**src/rtl/mfcc_pkg.sv**
```systemverilog
`default_nettype none
// ============================================================================
//  Module   : mfcc_pkg
//  Purpose  : Shared types and defaults for the MFCC per-frame sequencer.
//  Revision : 1.0 - initial release
// ============================================================================
package mfcc_pkg;

   // Stage index along the per-frame datapath
   typedef enum logic [1:0] {
      STG_HAMMING = 2'd0,
      STG_FFT     = 2'd1,
      STG_MEL     = 2'd2,
      STG_DCT     = 2'd3
   } stage_e;

   // Sequencer state
   typedef enum logic [1:0] {
      IDLE  = 2'd0,
      START = 2'd1,
      WAIT  = 2'd2,
      DONE  = 2'd3
   } seq_state_e;

   localparam int DEF_MAX_PENDING    = 2;
   localparam int DEF_TIMEOUT_CYCLES = 4096;

endpackage
`default_nettype wire

```
**src/rtl/mfcc_stage_watchdog.sv**
```systemverilog
`default_nettype none
// ============================================================================
//  Module   : mfcc_stage_watchdog
//  Purpose  : Per-stage cycle counter; flags the last allowed wait cycle.
//             A LIMIT of 0 disables the watchdog entirely.
//  Revision : 1.0 - initial release
// ============================================================================
module mfcc_stage_watchdog
   import mfcc_pkg::*;
#(
   parameter int LIMIT = DEF_TIMEOUT_CYCLES
) (
   input  logic clk,
   input  logic rst_n,
   input  logic clear_i,
   input  logic count_en_i,
   output logic expired_o
);

   localparam int CW     = (LIMIT < 2) ? 1 : $clog2(LIMIT);
   localparam int LIM_M1 = (LIMIT == 0) ? 0 : LIMIT - 1;

   logic [CW-1:0] count_q;
   logic [CW-1:0] count_d;

   // Next count: clear wins over counting
   always_comb begin
      count_d = count_q;
      if (clear_i) begin
         count_d = '0;
      end else if (count_en_i) begin
         count_d = count_q + 1'b1;
      end
   end

   // Counter register
   always_ff @(posedge clk) begin
      if (!rst_n) begin
         count_q <= '0;
      end else begin
         count_q <= count_d;
      end
   end

   // Expiry fires in the wait cycle that holds the final allowed count
   generate
      if (LIMIT == 0) begin : g_disabled
         assign expired_o = 1'b0;
      end else begin : g_enabled
         assign expired_o = count_en_i && (count_q == CW'(LIM_M1));
      end
   endgenerate

endmodule
`default_nettype wire

```
**src/rtl/mfcc_frame_sequencer.sv**
```systemverilog
`default_nettype none
// ============================================================================
//  Module   : mfcc_frame_sequencer
//  Purpose  : Queues frame-ready pulses and walks each frame through the
//             Hamming -> FFT -> MEL -> DCT stages with start/done handshakes,
//             keeping frame/drop counters and sticky overrun/timeout flags.
//  Revision : 1.0 - initial release
// ============================================================================
module mfcc_frame_sequencer
   import mfcc_pkg::*;
#(
   parameter int NUM_STAGES     = 4,
   parameter int MAX_PENDING    = DEF_MAX_PENDING,
   parameter int TIMEOUT_CYCLES = DEF_TIMEOUT_CYCLES,
   parameter int COUNT_WIDTH    = 16,
   localparam int SW = (NUM_STAGES < 2) ? 1 : $clog2(NUM_STAGES),
   localparam int PW = $clog2(MAX_PENDING + 1)
) (
   input  logic                   clk,
   input  logic                   rst_n,
   input  logic                   enable_i,
   input  logic                   frame_ready_i,
   output logic [NUM_STAGES-1:0]  stage_start_o,
   input  logic [NUM_STAGES-1:0]  stage_done_i,
   output logic                   busy_o,
   output logic [SW-1:0]          active_stage_o,
   output logic                   frame_done_o,
   output logic [COUNT_WIDTH-1:0] frame_count_o,
   output logic [COUNT_WIDTH-1:0] dropped_count_o,
   output logic [PW-1:0]          pending_o,
   output logic                   overrun_o,
   output logic                   timeout_o,
   output logic [SW-1:0]          timeout_stage_o,
   input  logic                   clear_errors_i
);

   seq_state_e             state_q,       state_d;
   logic [SW-1:0]          stage_q,       stage_d;
   logic [PW-1:0]          pending_q,     pending_d;
   logic [COUNT_WIDTH-1:0] frame_count_q, frame_count_d;
   logic [COUNT_WIDTH-1:0] dropped_q,     dropped_d;
   logic                   overrun_q,     overrun_d;
   logic                   timeout_q,     timeout_d;
   logic [SW-1:0]          tstage_q,      tstage_d;

   logic w_dispatch;
   logic w_drop;
   logic w_timeout_evt;
   logic w_wd_expired;

   // Watchdog counts only while waiting on a stage; any other state resets it
   mfcc_stage_watchdog #(
      .LIMIT (TIMEOUT_CYCLES)
   ) u_watchdog (
      .clk        (clk),
      .rst_n      (rst_n),
      .clear_i    (state_q != WAIT),
      .count_en_i (state_q == WAIT),
      .expired_o  (w_wd_expired)
   );

   // Next-state, queue and error bookkeeping
   always_comb begin
      state_d       = state_q;
      stage_d       = stage_q;
      pending_d     = pending_q;
      frame_count_d = frame_count_q;
      dropped_d     = dropped_q;
      tstage_d      = tstage_q;
      w_timeout_evt = 1'b0;

      w_dispatch = (state_q == IDLE) && enable_i &&
                   ((pending_q != '0) || frame_ready_i);

      case (state_q)
         IDLE: begin
            if (w_dispatch) begin
               state_d = START;
               stage_d = SW'(STG_HAMMING);
            end
         end
         START: begin
            state_d = WAIT;
         end
         WAIT: begin
            // A done in the final watchdog cycle still completes the stage
            if (stage_done_i[stage_q]) begin
               if (stage_q == SW'(NUM_STAGES - 1)) begin
                  state_d = DONE;
               end else begin
                  stage_d = stage_q + 1'b1;
                  state_d = START;
               end
            end else if (w_wd_expired) begin
               w_timeout_evt = 1'b1;
               tstage_d      = stage_q;
               stage_d       = '0;
               state_d       = IDLE;
            end
         end
         DONE: begin
            frame_count_d = frame_count_q + 1'b1;
            stage_d       = '0;
            state_d       = IDLE;
         end
         default: begin
            state_d = IDLE;
         end
      endcase

      // A dispatch frees a slot in the same cycle, so a full queue never drops then
      w_drop = frame_ready_i && !w_dispatch && (pending_q == PW'(MAX_PENDING));
      if (frame_ready_i && !w_dispatch && !w_drop) begin
         pending_d = pending_q + 1'b1;
      end else if (!frame_ready_i && w_dispatch) begin
         pending_d = pending_q - 1'b1;
      end

      // A new error in the clearing cycle survives the clear
      overrun_d = (overrun_q && !clear_errors_i) || w_drop;
      timeout_d = (timeout_q && !clear_errors_i) || w_timeout_evt;
      if (w_drop) begin
         if (clear_errors_i) begin
            dropped_d = COUNT_WIDTH'(1);
         end else if (dropped_q != '1) begin
            dropped_d = dropped_q + 1'b1;
         end
      end else if (clear_errors_i) begin
         dropped_d = '0;
      end
   end

   // Sequencer and status registers
   always_ff @(posedge clk) begin
      if (!rst_n) begin
         state_q       <= IDLE;
         stage_q       <= '0;
         pending_q     <= '0;
         frame_count_q <= '0;
         dropped_q     <= '0;
         overrun_q     <= 1'b0;
         timeout_q     <= 1'b0;
         tstage_q      <= '0;
      end else begin
         state_q       <= state_d;
         stage_q       <= stage_d;
         pending_q     <= pending_d;
         frame_count_q <= frame_count_d;
         dropped_q     <= dropped_d;
         overrun_q     <= overrun_d;
         timeout_q     <= timeout_d;
         tstage_q      <= tstage_d;
      end
   end

   // One-hot start decode from registered state
   genvar gi;
   generate
      for (gi = 0; gi < NUM_STAGES; gi++) begin : g_start
         assign stage_start_o[gi] = (state_q == START) && (stage_q == SW'(gi));
      end
   endgenerate

   assign busy_o          = (state_q != IDLE);
   assign frame_done_o    = (state_q == DONE);
   assign active_stage_o  = stage_q;
   assign frame_count_o   = frame_count_q;
   assign dropped_count_o = dropped_q;
   assign pending_o       = pending_q;
   assign overrun_o       = overrun_q;
   assign timeout_o       = timeout_q;
   assign timeout_stage_o = tstage_q;

endmodule
`default_nettype wire

```
**config.mk**
```make
export PLATFORM = sky130hd
export DESIGN_NAME = mfcc_frame_sequencer
export DESIGN_NICKNAME = d
export VERILOG_FILES = /design/src/rtl/mfcc_pkg.sv /design/src/rtl/mfcc_stage_watchdog.sv /design/src/rtl/mfcc_frame_sequencer.sv
export SDC_FILE = /design/constraint.sdc
export NUM_CORES = 1
export LEC_CHECK = 0
export BUFFER_PORTS_ARGS = -buffer_cell sky130_fd_sc_hd__buf_2
export CORE_AREA = 5 5 94 78
export CTS_BUF_LIST = sky130_fd_sc_hd__clkbuf_8
export DETAILED_ROUTE_END_ITERATION = 7
export DIE_AREA = 0 0 99 83
export PLACE_DENSITY = 0.7
export REMOVE_ABC_BUFFERS = 1
export SYNTH_ARGS = -nofsm -noshare
export SYNTH_HDL_FRONTEND = slang
export SYNTH_SLANG_ARGS = --single-unit
```
**constraint.sdc**
```tcl
create_clock -name clk -period 2.55 [get_ports clk]
set_input_delay 0.6375 -clock clk [delete_from_list [all_inputs] [get_ports clk]]
set_output_delay 0.6375 -clock clk [all_outputs]
set_load 0.02 [all_outputs]
```
==> impl_metrics.tcl <==
set metrics [dict create \
    postSynthCellCount 317 \
    p_per_area_nw_per_um2 503.9 \
    cts_tree "yes" \
    postCtsHoldBufs 0 \
    first_iter_violations 115 \
    coreArea_um2 6279 \
    hold_viol_final 0 \
    synth-seq-area-share_pct 40.30 \
    grtUsageTotal_pct 14.77 \
    finalWorstSetupSlack_ps 442.2 \
    layout.cells.non_filler 453 \
    grt.overflow.total 0 \
    path_class "reg -> out" \
    wl_per_cell_um 13.49 \
    ant_nets 0 \
    maxCapViolCount 0 \
    finalPower_mw 1.583 \
    seqCellArea_um2 1081 \
    post-route-period-util_pct 82.66 \
    crit_chain "inv_1 -> ha_1 -> and3_1 -> buf_2" \
    dieArea_um2 8217 \
    leakage_nw 1.240 \
    critPathLaunchType "register" \
    h-tree-depth 2 \
    yosysUniqueCellTypes 41 \
    setup_tns_ps 0 \
    finalWeightedCongestion 0.7920 \
    die_x_um 99 \
    syn_area_per_cell_um2 8.462 \
    worstSkewPairLatency_ps 310 \
    slew_headroom_pct 64.18 \
    ios 55 \
    end_kind "output pin" \
    slowest_delay_ps 500 \
    antenna_found_initial 0 \
    drc 0 \
    area_growth_pct 17.12 \
    root_buffer "clkbuf_8" \
    post_cts_buffers 0 \
    cts_sinks 54 \
    dpl.cell_count 445 \
    synthesis.area_um2 2683 \
    routed_wl_um 6113 \
    num_antenna_cells 0 \
    die_y_um 83 \
    hold_class "reg -> reg" \
    grt_start_max_net_pins 23 \
    clock-skew-final_ps 7.567 \
    multi_input_area_um2 1505 \
    hpwlAfterDp_um 4513 \
    cp.arrival_ps 1470 \
    row_count 26 \
    worst_path_max_delay_cell "dfxtp_1" \
    yosys_warnings 0 \
    dp_slack_ps 260.9 \
    fin_crit_ps 2108 \
    start_util_pct 42.73 \
    fin_nets 384 \
    grt_pass1_vias 2153 \
    required_ps 1910 \
    drive_above_1_share_pct 19.78 \
    slew_viol_final 0 \
    vias 2427 \
    avgViaCountPerCell 5.358 \
    clock_path_buffers 2 \
    rsz0062_at_grt "false" \
    clk_pin_slew_ps 100 \
    dr.pass1.iters 4 \
    worst_pin_slew_ps 537.3 \
    grt_pass1_wl_um 10340 \
    io_buffers 54 \
    fillCellCount 615 \
    setup_viol 0 \
    fmax_mhz 474.4 \
    cts_resized 0 \
    ys_ff_latch 54 \
    status "finished, final reports clean" \
    holdWs_ps 482.7 \
    critPathMaxFanout 7 \
    cts_buffers 5 \
    peakVddDrop_mv 0.3813 \
]
worst max-delay path: cells and delay by family (launching register included):
family	cells	cell delay (ps)
flops	1	500
simple gates	1	170
fa+ha+maj	1	210
buf+inv	2	280
report_power, final:
group / switching [mW] / internal (mW) / leakage (nW)
Sequential: 0.0185 / 0.854 / 0.435
Clock: 0.283 / 0.290 / 0.0579
Combinational: 0.0865 / 0.0516 / 0.747
Total: 0.388 / 1.20 / 1.24
cells in the mapped netlist:
cell	n	area (um2)
dfxtp_1	54	1081
nor2_1	26	97.59
nand2_1	25	93.84
a21oi_1	24	120.1
nand3_1	19	95.09
o31ai_1	14	105.1
or4_1	14	105.1
xor2_1	13	113.9
clkbuf_1	12	45.04
and3_1	11	68.82
inv_1	11	41.29
nand4_1	9	56.30
o21ai_0	9	45.04
mux2i_1	8	80.08
and4_1	7	61.31
ha_1	7	87.58
nor3_1	7	35.03
or3_1	6	37.54
nand2b_1	5	31.28
and2_1	4	25.02
nor2b_1	4	25.02
nor4_1	4	25.02
or2_2	3	18.77
xnor2_1	3	26.28
a41oi_1	2	17.52
a21bo_2	1	10.01
a21o_1	1	7.510
a311oi_1	1	8.760
a31oi_1	1	6.260
buf_2	1	5.000
clkbuf_2	1	5.000
mux4_2	1	22.52
nand3b_1	1	7.510
nor3b_1	1	7.510
nor3b_2	1	12.51
o211a_1	1	10.01
o21a_1	1	7.510
o22ai_1	1	6.260
o311a_1	1	10.01
o31a_1	1	8.760
or3b_2	1	8.760
sequential cells by signal (all words and copies together) (netlist names):
| name | cells |
|---|---|
| dropped_count_o | 16 |
| frame_count_o | 16 |
| u_watchdog.count_q | 12 |
| active_stage_o | 2 |
| pending_o | 2 |
| state_q | 2 |
| timeout_stage_o | 2 |
| overrun_o | 1 |
| timeout_o | 1 |
final cells by class:
type	instances	share of cell area (%)
multi-input combinational	238	47.91
sequential	54	34.41
timing repair buffer	58	9.558
tap	84	3.345
clock buffer	5	2.190
inverter	11	1.314
clock inverter	3	1.274
through the flow:
step,cell area (um2),utilization (%)
detailed placement,3033,48.31
global route,3142,50.04
CTS,3142,50.04
finish,3142,50.04
floorplan,2628,-
global placement,3033,48.31
cells in the final DEF (no fill, tap or decap), types with 2 or more instances in the layout:
cell type and n:
or3_1 6, xor2_1 13, or2_2 3, o21ai_0 9, o31ai_1 14, clkbuf_8 5, and3_1 11, buf_2 54
nand4_1 9, ha_1 7, nor4_1 4, mux2i_1 8, a21oi_1 24, buf_4 4, or4_1 14, and2_1 4
nand3_1 19, and4_1 7, nand2b_1 5, nor3_1 7, a41oi_1 2, dfxtp_1 54, inv_1 11, clkinv_2 2
xnor2_1 3, nor2_1 26, nand2_1 25, nor2b_1 4
path summary, 6_finish.rpt:
check                          start                 end  slack [ps]  depth (start not counted)
setup / recovery   active_stage_o[0]    stage_start_o[0]         440                          4
hold / removal     frame_count_o[15]   frame_count_o[15]         480                          2
setup reg to reg  dropped_count_o[0]  dropped_count_o[9]         450                          5
hold reg to reg    frame_count_o[15]   frame_count_o[15]         480                          2
per-layer routing:
metal	wire length [um]	up-vias	track usage [%]
li1	-	1264	-
met4	79	0	3.970
met2	2681	40	22.50
met1	3128	1116	20.96
met5	0	-	0
met3	223	7	3.266
kinds of logic (layout without fill, tap and decap cells):
group,Yosys count,count (layout),synth area share [%]
fa+ha+maj,7,7,3.265
compound gates,58,58,13.53
mux,9,9,3.825
buf+inv,25,77,3.591
xor+xnor,16,16,5.224
simple gates,148,148,30.27
flops,54,54,40.30
Note: power is estimated with default switching activity, not from simulation.
